[config.mk]
export PLATFORM = sky130hd
export DESIGN_NAME = ladybird_inst_builder
export DESIGN_NICKNAME = d
export VERILOG_FILES = /design/src/rtl/ladybird_inst_builder.sv
export SDC_FILE = /design/constraint.sdc
export NUM_CORES = 1
export LEC_CHECK = 0
export BUFFER_PORTS_ARGS = -buffer_cell sky130_fd_sc_hd__buf_2
export CAP_MARGIN = 30
export CORE_ASPECT_RATIO = 1.5
export CORE_MARGIN = 3
export CORE_UTILIZATION = 31
export DETAILED_ROUTE_END_ITERATION = 7
export GPL_TIMING_DRIVEN = 0
export PLACE_DENSITY_LB_ADDON = 0.08
export SYNTH_ARGS = -nofsm -noshare
export SYNTH_HDL_FRONTEND = slang
export SYNTH_SLANG_ARGS = --single-unit
export TNS_END_PERCENT = 20
[constraint.sdc]
create_clock -name clk -period 6.1 [get_ports clk]
set_input_delay 1.22 -clock clk [delete_from_list [all_inputs] [get_ports clk]]
set_output_delay 1.22 -clock clk [all_outputs]
set_load 0.005 [all_outputs]
[src/rtl/ladybird_inst_builder.sv]
// ladybird_inst_builder: encodes abstract ADDI/LOAD/STORE/LI/JAL commands into RV32I/RV64I words and queues them.
// Latency: a word accepted on edge N is visible at out_inst/out_valid after edge N; a two-word LI adds its ADDI one cycle later.
// Backpressure: cmd_ready needs IDLE, two free FIFO slots and no flush; out_inst holds the head until out_ready pops it.
//
// Ports: clk/nrst (async active-low); cmd_* valid/ready command input; flush clears queue and FSM;
//        out_valid/out_ready/out_inst FIFO head; count = occupancy; err = one-cycle pulse after an illegal command.

// fifo_sync: generic DEPTH-entry register FIFO with synchronous clear.
// Latency: a pushed entry is visible at the head one cycle after the push edge.
// Backpressure: pushes into a full FIFO and pops from an empty one are ignored; clr wins over push/pop.
module fifo_sync #(
    parameter int W     = 32,
    parameter int DEPTH = 8
) (
    input  logic                         clk,
    input  logic                         nrst,
    input  logic                         clr,
    input  logic                         push_vld,
    input  logic [W-1:0]                 push_dat,
    input  logic                         pop_rdy,
    output logic                         out_vld,
    output logic [W-1:0]                 out_dat,
    output logic [$clog2(DEPTH+1)-1:0]   count
);
    localparam int CW = $clog2(DEPTH+1);
    localparam int AW = (DEPTH > 1) ? $clog2(DEPTH) : 1;
    localparam logic [CW-1:0] DEPTH_C = CW'(DEPTH);

    logic [W-1:0]  mem [DEPTH];
    logic [AW-1:0] wr_ptr;
    logic [AW-1:0] rd_ptr;
    logic          do_push;
    logic          do_pop;

    assign do_push = push_vld && (count != DEPTH_C);
    assign do_pop  = pop_rdy && (count != '0);
    assign out_vld = (count != '0);
    assign out_dat = mem[rd_ptr];

    // Storage is reset too so the head reads zero straight out of reset.
    always_ff @(posedge clk or negedge nrst) begin
        if (!nrst) begin
            wr_ptr <= '0;
            rd_ptr <= '0;
            count  <= '0;
            for (int i = 0; i < DEPTH; i++) begin
                mem[i] <= '0;
            end
        end else if (clr) begin
            wr_ptr <= '0;
            rd_ptr <= '0;
            count  <= '0;
        end else begin
            if (do_push) begin
                mem[wr_ptr] <= push_dat;
                wr_ptr      <= wr_ptr + 1'b1;
            end
            if (do_pop) begin
                rd_ptr <= rd_ptr + 1'b1;
            end
            case ({do_push, do_pop})
                2'b10:   count <= count + 1'b1;
                2'b01:   count <= count - 1'b1;
                default: count <= count;
            endcase
        end
    end
endmodule

module ladybird_inst_builder #(
    parameter int XLEN  = 32,
    parameter int DEPTH = 8
) (
    input  logic                        clk,
    input  logic                        nrst,
    input  logic                        cmd_valid,
    output logic                        cmd_ready,
    input  logic [2:0]                  cmd_op,
    input  logic [1:0]                  cmd_size,
    input  logic [4:0]                  cmd_rd,
    input  logic [4:0]                  cmd_rs,
    input  logic [XLEN-1:0]             cmd_imm,
    input  logic                        flush,
    output logic                        out_valid,
    input  logic                        out_ready,
    output logic [31:0]                 out_inst,
    output logic [$clog2(DEPTH+1)-1:0]  count,
    output logic                        err
);
    localparam int CW = $clog2(DEPTH+1);
    localparam logic [CW-1:0] DEPTH_C = CW'(DEPTH);

    localparam logic [2:0] OP_ADDI  = 3'd0;
    localparam logic [2:0] OP_LOAD  = 3'd1;
    localparam logic [2:0] OP_LOADU = 3'd2;
    localparam logic [2:0] OP_STORE = 3'd3;
    localparam logic [2:0] OP_LI    = 3'd4;
    localparam logic [2:0] OP_JAL   = 3'd5;

    localparam logic [6:0] OPC_OPIMM = 7'b0010011;
    localparam logic [6:0] OPC_LOAD  = 7'b0000011;
    localparam logic [6:0] OPC_STORE = 7'b0100011;
    localparam logic [6:0] OPC_LUI   = 7'b0110111;
    localparam logic [6:0] OPC_JAL   = 7'b1101111;

    typedef enum logic {IDLE, EMIT2} state_t;

    state_t        state;
    logic [31:0]   pend_word;
    logic [CW-1:0] free_cnt;
    logic          fire;

    logic          illegal;
    logic          two_word;
    logic          fits12;
    logic          fits32;
    logic [19:0]   lui_hi;
    logic [31:0]   enc_word;
    logic [31:0]   second_word;

    logic          push_vld;
    logic [31:0]   push_dat;
    logic          pop_rdy;

    // Two free slots are demanded so the ADDI half of an LI always has room.
    assign free_cnt  = DEPTH_C - count;
    assign cmd_ready = nrst && (state == IDLE) && (free_cnt >= CW'(2)) && !flush;
    assign fire      = cmd_valid && cmd_ready;

    always_comb begin
        illegal     = 1'b0;
        two_word    = 1'b0;
        enc_word    = '0;
        second_word = '0;
        fits12      = (&cmd_imm[XLEN-1:11]) || !(|cmd_imm[XLEN-1:11]);
        fits32      = (&cmd_imm[XLEN-1:31]) || !(|cmd_imm[XLEN-1:31]);
        // ADDI sign-extends its 12-bit immediate, so LUI pre-adds bit 11 to compensate.
        lui_hi      = cmd_imm[31:12] + {19'b0, cmd_imm[11]};

        if ((XLEN == 32) && (cmd_size == 2'd3)) begin
            illegal = 1'b1;
        end

        case (cmd_op)
            OP_ADDI: begin
                enc_word = {cmd_imm[11:0], cmd_rs, 3'b000, cmd_rd, OPC_OPIMM};
            end
            OP_LOAD: begin
                enc_word = {cmd_imm[11:0], cmd_rs, {1'b0, cmd_size}, cmd_rd, OPC_LOAD};
            end
            OP_LOADU: begin
                enc_word = {cmd_imm[11:0], cmd_rs, {1'b1, cmd_size}, cmd_rd, OPC_LOAD};
                // No LDU exists, and LWU only exists on RV64.
                if ((cmd_size == 2'd3) || ((XLEN == 32) && (cmd_size == 2'd2))) begin
                    illegal = 1'b1;
                end
            end
            OP_STORE: begin
                enc_word = {cmd_imm[11:5], cmd_rd, cmd_rs, {1'b0, cmd_size}, cmd_imm[4:0], OPC_STORE};
            end
            OP_LI: begin
                if (!fits32) begin
                    illegal = 1'b1;
                end else if (fits12) begin
                    enc_word = {cmd_imm[11:0], 5'd0, 3'b000, cmd_rd, OPC_OPIMM};
                end else begin
                    two_word    = 1'b1;
                    enc_word    = {lui_hi, cmd_rd, OPC_LUI};
                    second_word = {cmd_imm[11:0], cmd_rd, 3'b000, cmd_rd, OPC_OPIMM};
                end
            end
            OP_JAL: begin
                enc_word = {cmd_imm[20], cmd_imm[10:1], cmd_imm[11], cmd_imm[19:12], cmd_rd, OPC_JAL};
            end
            default: begin
                illegal = 1'b1;
            end
        endcase
    end

    always_ff @(posedge clk or negedge nrst) begin
        if (!nrst) begin
            state     <= IDLE;
            pend_word <= '0;
            err       <= 1'b0;
        end else begin
            err <= fire && illegal;
            if (flush) begin
                state <= IDLE;
            end else if (state == IDLE) begin
                if (fire && !illegal && two_word) begin
                    state     <= EMIT2;
                    pend_word <= second_word;
                end
            end else begin
                state <= IDLE;
            end
        end
    end

    assign push_vld = (fire && !illegal) || ((state == EMIT2) && !flush);
    assign push_dat = (state == EMIT2) ? pend_word : enc_word;
    assign pop_rdy  = out_ready && !flush;

    fifo_sync #(
        .W     (32),
        .DEPTH (DEPTH)
    ) u_fifo (
        .clk      (clk),
        .nrst     (nrst),
        .clr      (flush),
        .push_vld (push_vld),
        .push_dat (push_dat),
        .pop_rdy  (pop_rdy),
        .out_vld  (out_valid),
        .out_dat  (out_inst),
        .count    (count)
    );
endmodule

# [Word-level counts from Yosys, hierarchy flattened]
# Index checks and enable logic that the tools add are counted.
[word_totals] reg_bits=300 latch_bits=0 rom_bits=0 n_memories=0 elab_cells=91 mem_bits_rw=0 output_inout_bits=39
[classes] mul=0 magnitude_cmp=4 n_div=0 n_mux=25 n_eq_ne=10 bitwise_logic=4 n_reduce_logical=28 addsub=6 shift=0
[ops] operator="bitwise mux 256 bit" n=1
[ops] operator="2-to-1 mux 32 bit" n=7
[ops] operator="one-hot mux 32 bit (6 select lines)" n=1
[ops] operator="binary-select mux 32 bit (select 3 bit)" n=1
[ops] operator="demux 32 bit (select 3 bit)" n=1
[ops] operator="AND reduction 21 bit" n=1
[ops] operator="OR reduction 21 bit" n=1
[ops] operator="adder 20 x 1 -> 20 bit" n=1
[ops] operator="logical AND 1 bit" n=12
[ops] operator="2-to-1 mux 3 bit" n=4
[ops] operator="greater-or-equal comparator 4 bit, second input constant" n=2
[ops] operator="NOT 3 -> 4 bit" n=2
[ops] operator="one-hot mux 4 bit (2 select lines)" n=1
[ops] operator="2-to-1 mux 1 bit" n=7
[ops] operator="adder 3 x 1 -> 3 bit, second input constant" n=2
[ops] operator="== test 2 bit, second input constant" n=3
[ops] operator="== test 3 x 2 -> 1 bit, second input constant" n=2
[ops] operator="== test 3 bit, second input constant" n=2
[ops] operator="OR reduction 5 bit" n=1
[ops] operator="adder 4 x 1 -> 4 bit, second input constant" n=1
[ops] operator="greater-or-equal comparator 4 x 2 -> 1 bit, second input constant" n=1
[ops] operator="less-than comparator 4 x 1 -> 1 bit, second input constant" n=1
[ops] operator="2-to-1 mux 4 bit" n=1
[ops] operator="!= test 4 bit, second input constant" n=1
[ops] operator="other kinds (14)" n=20

# [Depth between registers and ports, before layout]
[depth] word_depth=11 mapped_depth=14

# [Modules after synthesis]
# Synthesis repeated with hierarchy kept, for this count alone.
[unflattened] hier_cells=998 hier_area_um2=14634.0
[modules_own_cells] mod="fifo_sync" cells_per_inst=738 area_per_inst_um2=12467.0 n_inst=1 seq_area_each_um2=6656.4
[modules_own_cells] mod="ladybird_inst_builder" cells_per_inst=260 area_per_inst_um2=2167.1 n_inst=1 seq_area_each_um2=500.5

# [Worst setup path after synthesis]
# No wires, ideal clock.
[synth_timing] kind="input port to flip-flop" from="in cmd_op[0]" to="reg u_fifo.count[2]" setup_slack_ns=2.716 cell_stages=13 n_path_buf=2 required_time_ns=6.001 arrival_time_ns=3.285 setup_ns=0.099 cell_sequence="buf_2 nor2b_1 o21ai_0 nand3_1 o22ai_2 buf_2 and2_1 nor3_1 xnor2_1 ha_1 nor4_1 a221oi_1 a311oi_1"
[synth_between] elab_chain_cells=10
[synth_lines] element="start: declaration" line="78" source="input logic [2:0] cmd_op,"
[synth_lines] element="== test 3 bit (tied with other cells)" line="144" source="case (cmd_op)"
[synth_lines] element="OR reduction 5 bit (no source line)"
[synth_lines] element="one-hot mux 1 bit (2 select lines) (*)" line="144"
[synth_lines] element="logical NOT 1 bit (*)" line="201" source="assign push_vld = (fire && !illegal) || ((state == EMIT2) && !flush);"
[synth_lines] element="logical AND 1 bit (*)" line="201"
[synth_lines] element="logical OR 1 bit (*)" line="201"
[synth_lines] element="logical AND 1 bit (*)" line="35" source="assign do_push = push_vld && (count != DEPTH_C);"
[synth_lines] element="== test 2 x 1 -> 1 bit / == test 2 bit (equally long branches)" line="61" source="case ({do_push, do_pop})"
[synth_lines] element="one-hot mux 4 bit (2 select lines)" line="61"
[synth_lines] element="2-to-1 mux 4 bit" line="49" source="end else if (clr) begin"
[synth_lines] element="end signal: assignment" line="62" source="2'b10: count <= count + 1'b1;"
[synth_lines] element="end signal: assignment" line="63" source="2'b01: count <= count - 1'b1;"
[synth_lines] element="end signal: assignment" line="64" source="default: count <= count;"
[synth_lines] element="end: declaration" line="23" source="output logic [$clog2(DEPTH+1)-1:0] count"
# Every way passes the cells marked *; elsewhere a longest branch is shown, timed or not.
# A chain may end at the register's enable or synchronous reset.

# [Worst setup path in the final report]
[layout_timing] from="in nrst" to="reg u_fifo.count[2]"
[layout_between] elab_chain_cells=10
[layout_lines] element="start: declaration" line="75" source="input logic nrst,"
[layout_lines] element="logical AND 1 bit (*) (3 in series)" line="127" source="assign cmd_ready = nrst && (state == IDLE) && (free_cnt >= CW'(2)) && !flush;"
[layout_lines] element="logical AND 1 bit (*)" line="128" source="assign fire = cmd_valid && cmd_ready;"
[layout_lines] element="logical AND 1 bit (*)" line="201"
[layout_lines] element="logical OR 1 bit (*)" line="201"
[layout_lines] element="logical AND 1 bit (*)" line="35"
[layout_lines] element="== test 2 x 1 -> 1 bit / == test 2 bit (equally long branches)" line="61"
[layout_lines] element="one-hot mux 4 bit (2 select lines)" line="61"
[layout_lines] element="2-to-1 mux 4 bit" line="49"
# Marks and branches as above.

==> impl_metrics.json <==
{
  "cts-root-to-sink-buffers": 3,
  "synth_largest_area_cell": "sky130_fd_sc_hd__dfrtp_1",
  "max_cap_viol_count": 0,
  "cts_made_buffers": 28,
  "slew_viol_final": 0,
  "rr_startpoint": "u_fifo.count[1]$_DFFE_PN0P_",
  "cp_data_arrival_time_ns": 5.07,
  "nNetsFinal": 1400,
  "storage_cell_area_sq_um": 6760,
  "worst_hold_path_type": "reg -> reg",
  "setup_slack_ns": 1.47,
  "cp.required_ns": 6.54,
  "clock_slew_at_reported_path_ffs_ns": 0.06,
  "number_of_storage_elements_in_the_synthesis_netlist": 270,
  "grt_pass1_wl_mm": 66.4,
  "via_count": 9784,
  "placed_cells_incl_taps": 1872,
  "ff2ff_path_depth": 14,
  "power_leakage_nw": 6.78,
  "clk_root_buffer_cell": "sky130_fd_sc_hd__clkbuf_16",
  "setup.worst_path.end_class": "flop",
  "critical_path.endpoint": "u_fifo.count[2]$_DFFE_PN0P_",
  "drtPass1Iterations": 6,
  "floorplan.initialDensity_pct": 31.4,
  "antenna_violations_before_repair": 0,
  "grt_pass1_vias": 10462,
  "ys_seq_area_share_pct": 51.2,
  "ys.warnings.count": 0,
  "post-route-min-period_ns": 4.63,
  "cts-resized-gates": 0,
  "rr_endpoint": "u_fifo.count[2]$_DFFE_PN0P_",
  "cts_num_sinks": 270,
  "io-pin-count": 91,
  "multi_input_comb_area_sq_um": 5950,
  "post-dp-hpwl_mm": 31.9,
  "yosysTopAreaCellShare_pct": 51.2,
  "synth.net_count": 1277,
  "fp.dieArea_sq_um": 45200,
  "die-height_um": 259,
  "row_count": 92,
  "crit_path_start": "nrst",
  "cts_hold_repair.buffers": 0,
  "cts_setup_buffers": 0,
  "finClkSkew_ns": 0.0242,
  "ff2ff_setup_slack_ns": 2.68,
  "max_slew.worst_pin.slew_ns": 1.33,
  "final_cycle_share_pct": 75.9,
  "crit_fanout": 111,
  "gp_routability_congestion": 0.817,
  "synthCells": 1217,
  "timing.fmax_ghz": 0.216,
  "synth_area_per_cell_sq_um": 10.9,
  "htree_num_levels": 1,
  "report.power.total_mw": 5.18,
  "layout_cell_share_with_drive_strength_beyond_1_pct": 24.2,
  "place_worst_setup_slack_ns": 0.753,
  "dominantRegCellSynth": "sky130_fd_sc_hd__dfrtp_1",
  "post_synth_main_area_contributors": "sky130_fd_sc_hd__dfrtp_1, sky130_fd_sc_hd__mux4_2, sky130_fd_sc_hd__nand2_1",
  "antenna_cells": 0,
  "first_iter_violations": 523,
  "remaining_drc_errors": 0,
  "groute.usage.overall_pct": 19.2,
  "layout_commonest_cell": "sky130_fd_sc_hd__dfrtp_1",
  "status": "complete, no violations",
  "power_density_nw_per_um2": 336,
  "placement_stage_cell_area_sq_um": 14500,
  "postLayoutCellArea_sq_um": 15400,
  "totalWireLength_mm": 43.0,
  "die_x_um": 175,
  "postRouteAntennaNets": 0,
  "area_delta_synth_final_pct": 16.8,
  "synth_enable_flop_cells": 0,
  "fillerInstances": 4301,
  "cts_tree": "done",
  "postSynth.asyncResetShare_pct": 100,
  "core_box_area_sq_um": 42000,
  "critical_path.startpoint_type": "primary input",
  "worstSkewPairLatency_ns": 0.56,
  "criticalPathCategory": "in -> reg",
  "ir_drop_mv": 0.185,
  "count_of_endpoints_failing_hold_in_the_final_timing_report": 0,
  "overflow": 0,
  "synth_cell_types": 65,
  "rsz0062_at_grt": "false",
  "detail_route.wl_per_cell_um": 22.3,
  "post_layout_nonfiller_instances": 1926,
  "finalSetupViolCount": 0,
  "grt_max_degree": 112,
  "finish.utilization_pct": 36.7,
  "placement.io_buffers": 84,
  "viasPerCell": 5.08,
  "mappedNetlistArea_sq_um": 13200,
  "commonest_cells_after_routing_fill_and_taps_aside": "sky130_fd_sc_hd__dfrtp_1, sky130_fd_sc_hd__nand2_1, sky130_fd_sc_hd__o21ai_0",
  "relSlewSlack_pct": 11.3
}
## per-stage QoR
stage | TNS (ns) | hold slack, ns
global placement | -977.65 | 0.457
global route | 0 | 0.486
finish | 0 | 0.475
detailed placement | 0 | 0.467
CTS | 0 | 0.481
floorplan | 0 | 0.445
## registers in the layout, indices dropped and copies added, names as in the netlist
name	count
u_fifo.mem	240
u_fifo.wr_ptr	3
pend_word	18
u_fifo.count	4
err	1
u_fifo.rd_ptr	3
state	1
## layout make-up
class	instances	share of cell area, %
repair buffers	93	3.67
flip-flops and latches	270	43.8
plain buffers	93	2.77
clock buffers	41	5.18
clock inverters	11	0.949
well taps	564	4.58
inverters	20	0.487
multi-input cells	834	38.6
## synthesized netlist by cell type, types with 16 or more instances
| cell | instances |
|---|---|
| sky130_fd_sc_hd__mux2_2 | 57 |
| sky130_fd_sc_hd__nand2_1 | 256 |
| sky130_fd_sc_hd__nor2_1 | 24 |
| sky130_fd_sc_hd__a21oi_1 | 17 |
| sky130_fd_sc_hd__inv_1 | 20 |
| sky130_fd_sc_hd__a22oi_1 | 16 |
| sky130_fd_sc_hd__o21ai_1 | 55 |
| sky130_fd_sc_hd__o21ai_0 | 179 |
| sky130_fd_sc_hd__clkbuf_1 | 42 |
| sky130_fd_sc_hd__dfrtp_1 | 270 |
| sky130_fd_sc_hd__mux4_2 | 60 |
| sky130_fd_sc_hd__buf_2 | 36 |
## worst min path at each step
stage,startpoint,endpoint,slack [ns],cells after the start
finish,u_fifo.mem[196]$_DFFE_PN0P_,u_fifo.mem[196]$_DFFE_PN0P_,0.48,2
detailed placement,u_fifo.mem[62]$_DFFE_PN0P_,u_fifo.mem[62]$_DFFE_PN0P_,0.47,2
CTS,u_fifo.mem[38]$_DFFE_PN0P_,u_fifo.mem[38]$_DFFE_PN0P_,0.48,2
floorplan,u_fifo.mem[161]$_DFFE_PN0P_,u_fifo.mem[161]$_DFFE_PN0P_,0.44,2
global placement,u_fifo.mem[196]$_DFFE_PN0P_,u_fifo.mem[196]$_DFFE_PN0P_,0.46,2
global route,u_fifo.mem[38]$_DFFE_PN0P_,u_fifo.mem[38]$_DFFE_PN0P_,0.49,2
## kinds of logic after synthesis
group / synth area share (%)
AO/OA/AOI/OAI: 14.0
AND/OR/NAND/NOR: 12.3
XOR/XNOR: 1.39
flip-flops: 51.2
buffers and inverters: 3.80
adder cells (fa/ha/maj): 0.758
multiplexers: 16.6
## power breakdown
group	internal, mW	switching, mW	total (mW)	leakage [nW]
Clock	1.04	0.743	1.78	0.460
Combinational	0.634	0.670	1.30	2.62
Sequential	1.98	0.115	2.10	3.70
Total	3.65	1.53	5.18	6.78
## critical path, stage by stage
cell and delay (ns):
sky130_fd_sc_hd__buf_8 0.45, sky130_fd_sc_hd__buf_16 0.40, sky130_fd_sc_hd__buf_16 0.47, sky130_fd_sc_hd__nor3b_1 0.29, sky130_fd_sc_hd__o21ai_2 0.12, sky130_fd_sc_hd__o22ai_2 0.26, sky130_fd_sc_hd__buf_2 0.28, sky130_fd_sc_hd__and2_1 0.24
sky130_fd_sc_hd__nor3_1 0.09, sky130_fd_sc_hd__xnor2_1 0.15, sky130_fd_sc_hd__ha_1 0.23, sky130_fd_sc_hd__nor4_1 0.28, sky130_fd_sc_hd__a221oi_1 0.12, sky130_fd_sc_hd__a311oi_1 0.29
## routing by layer
layer / up-vias / global-route usage [%] / wire, um
met4: 0 / 4.81 / 916
met2: 190 / 36.4 / 23200
met5: - / 0 / 0
met3: 50 / 2.11 / 1410
met1: 4959 / 23.1 / 17400
li1: 4585 / - / -
No activity file was read; power rests on OpenSTA's default activity.
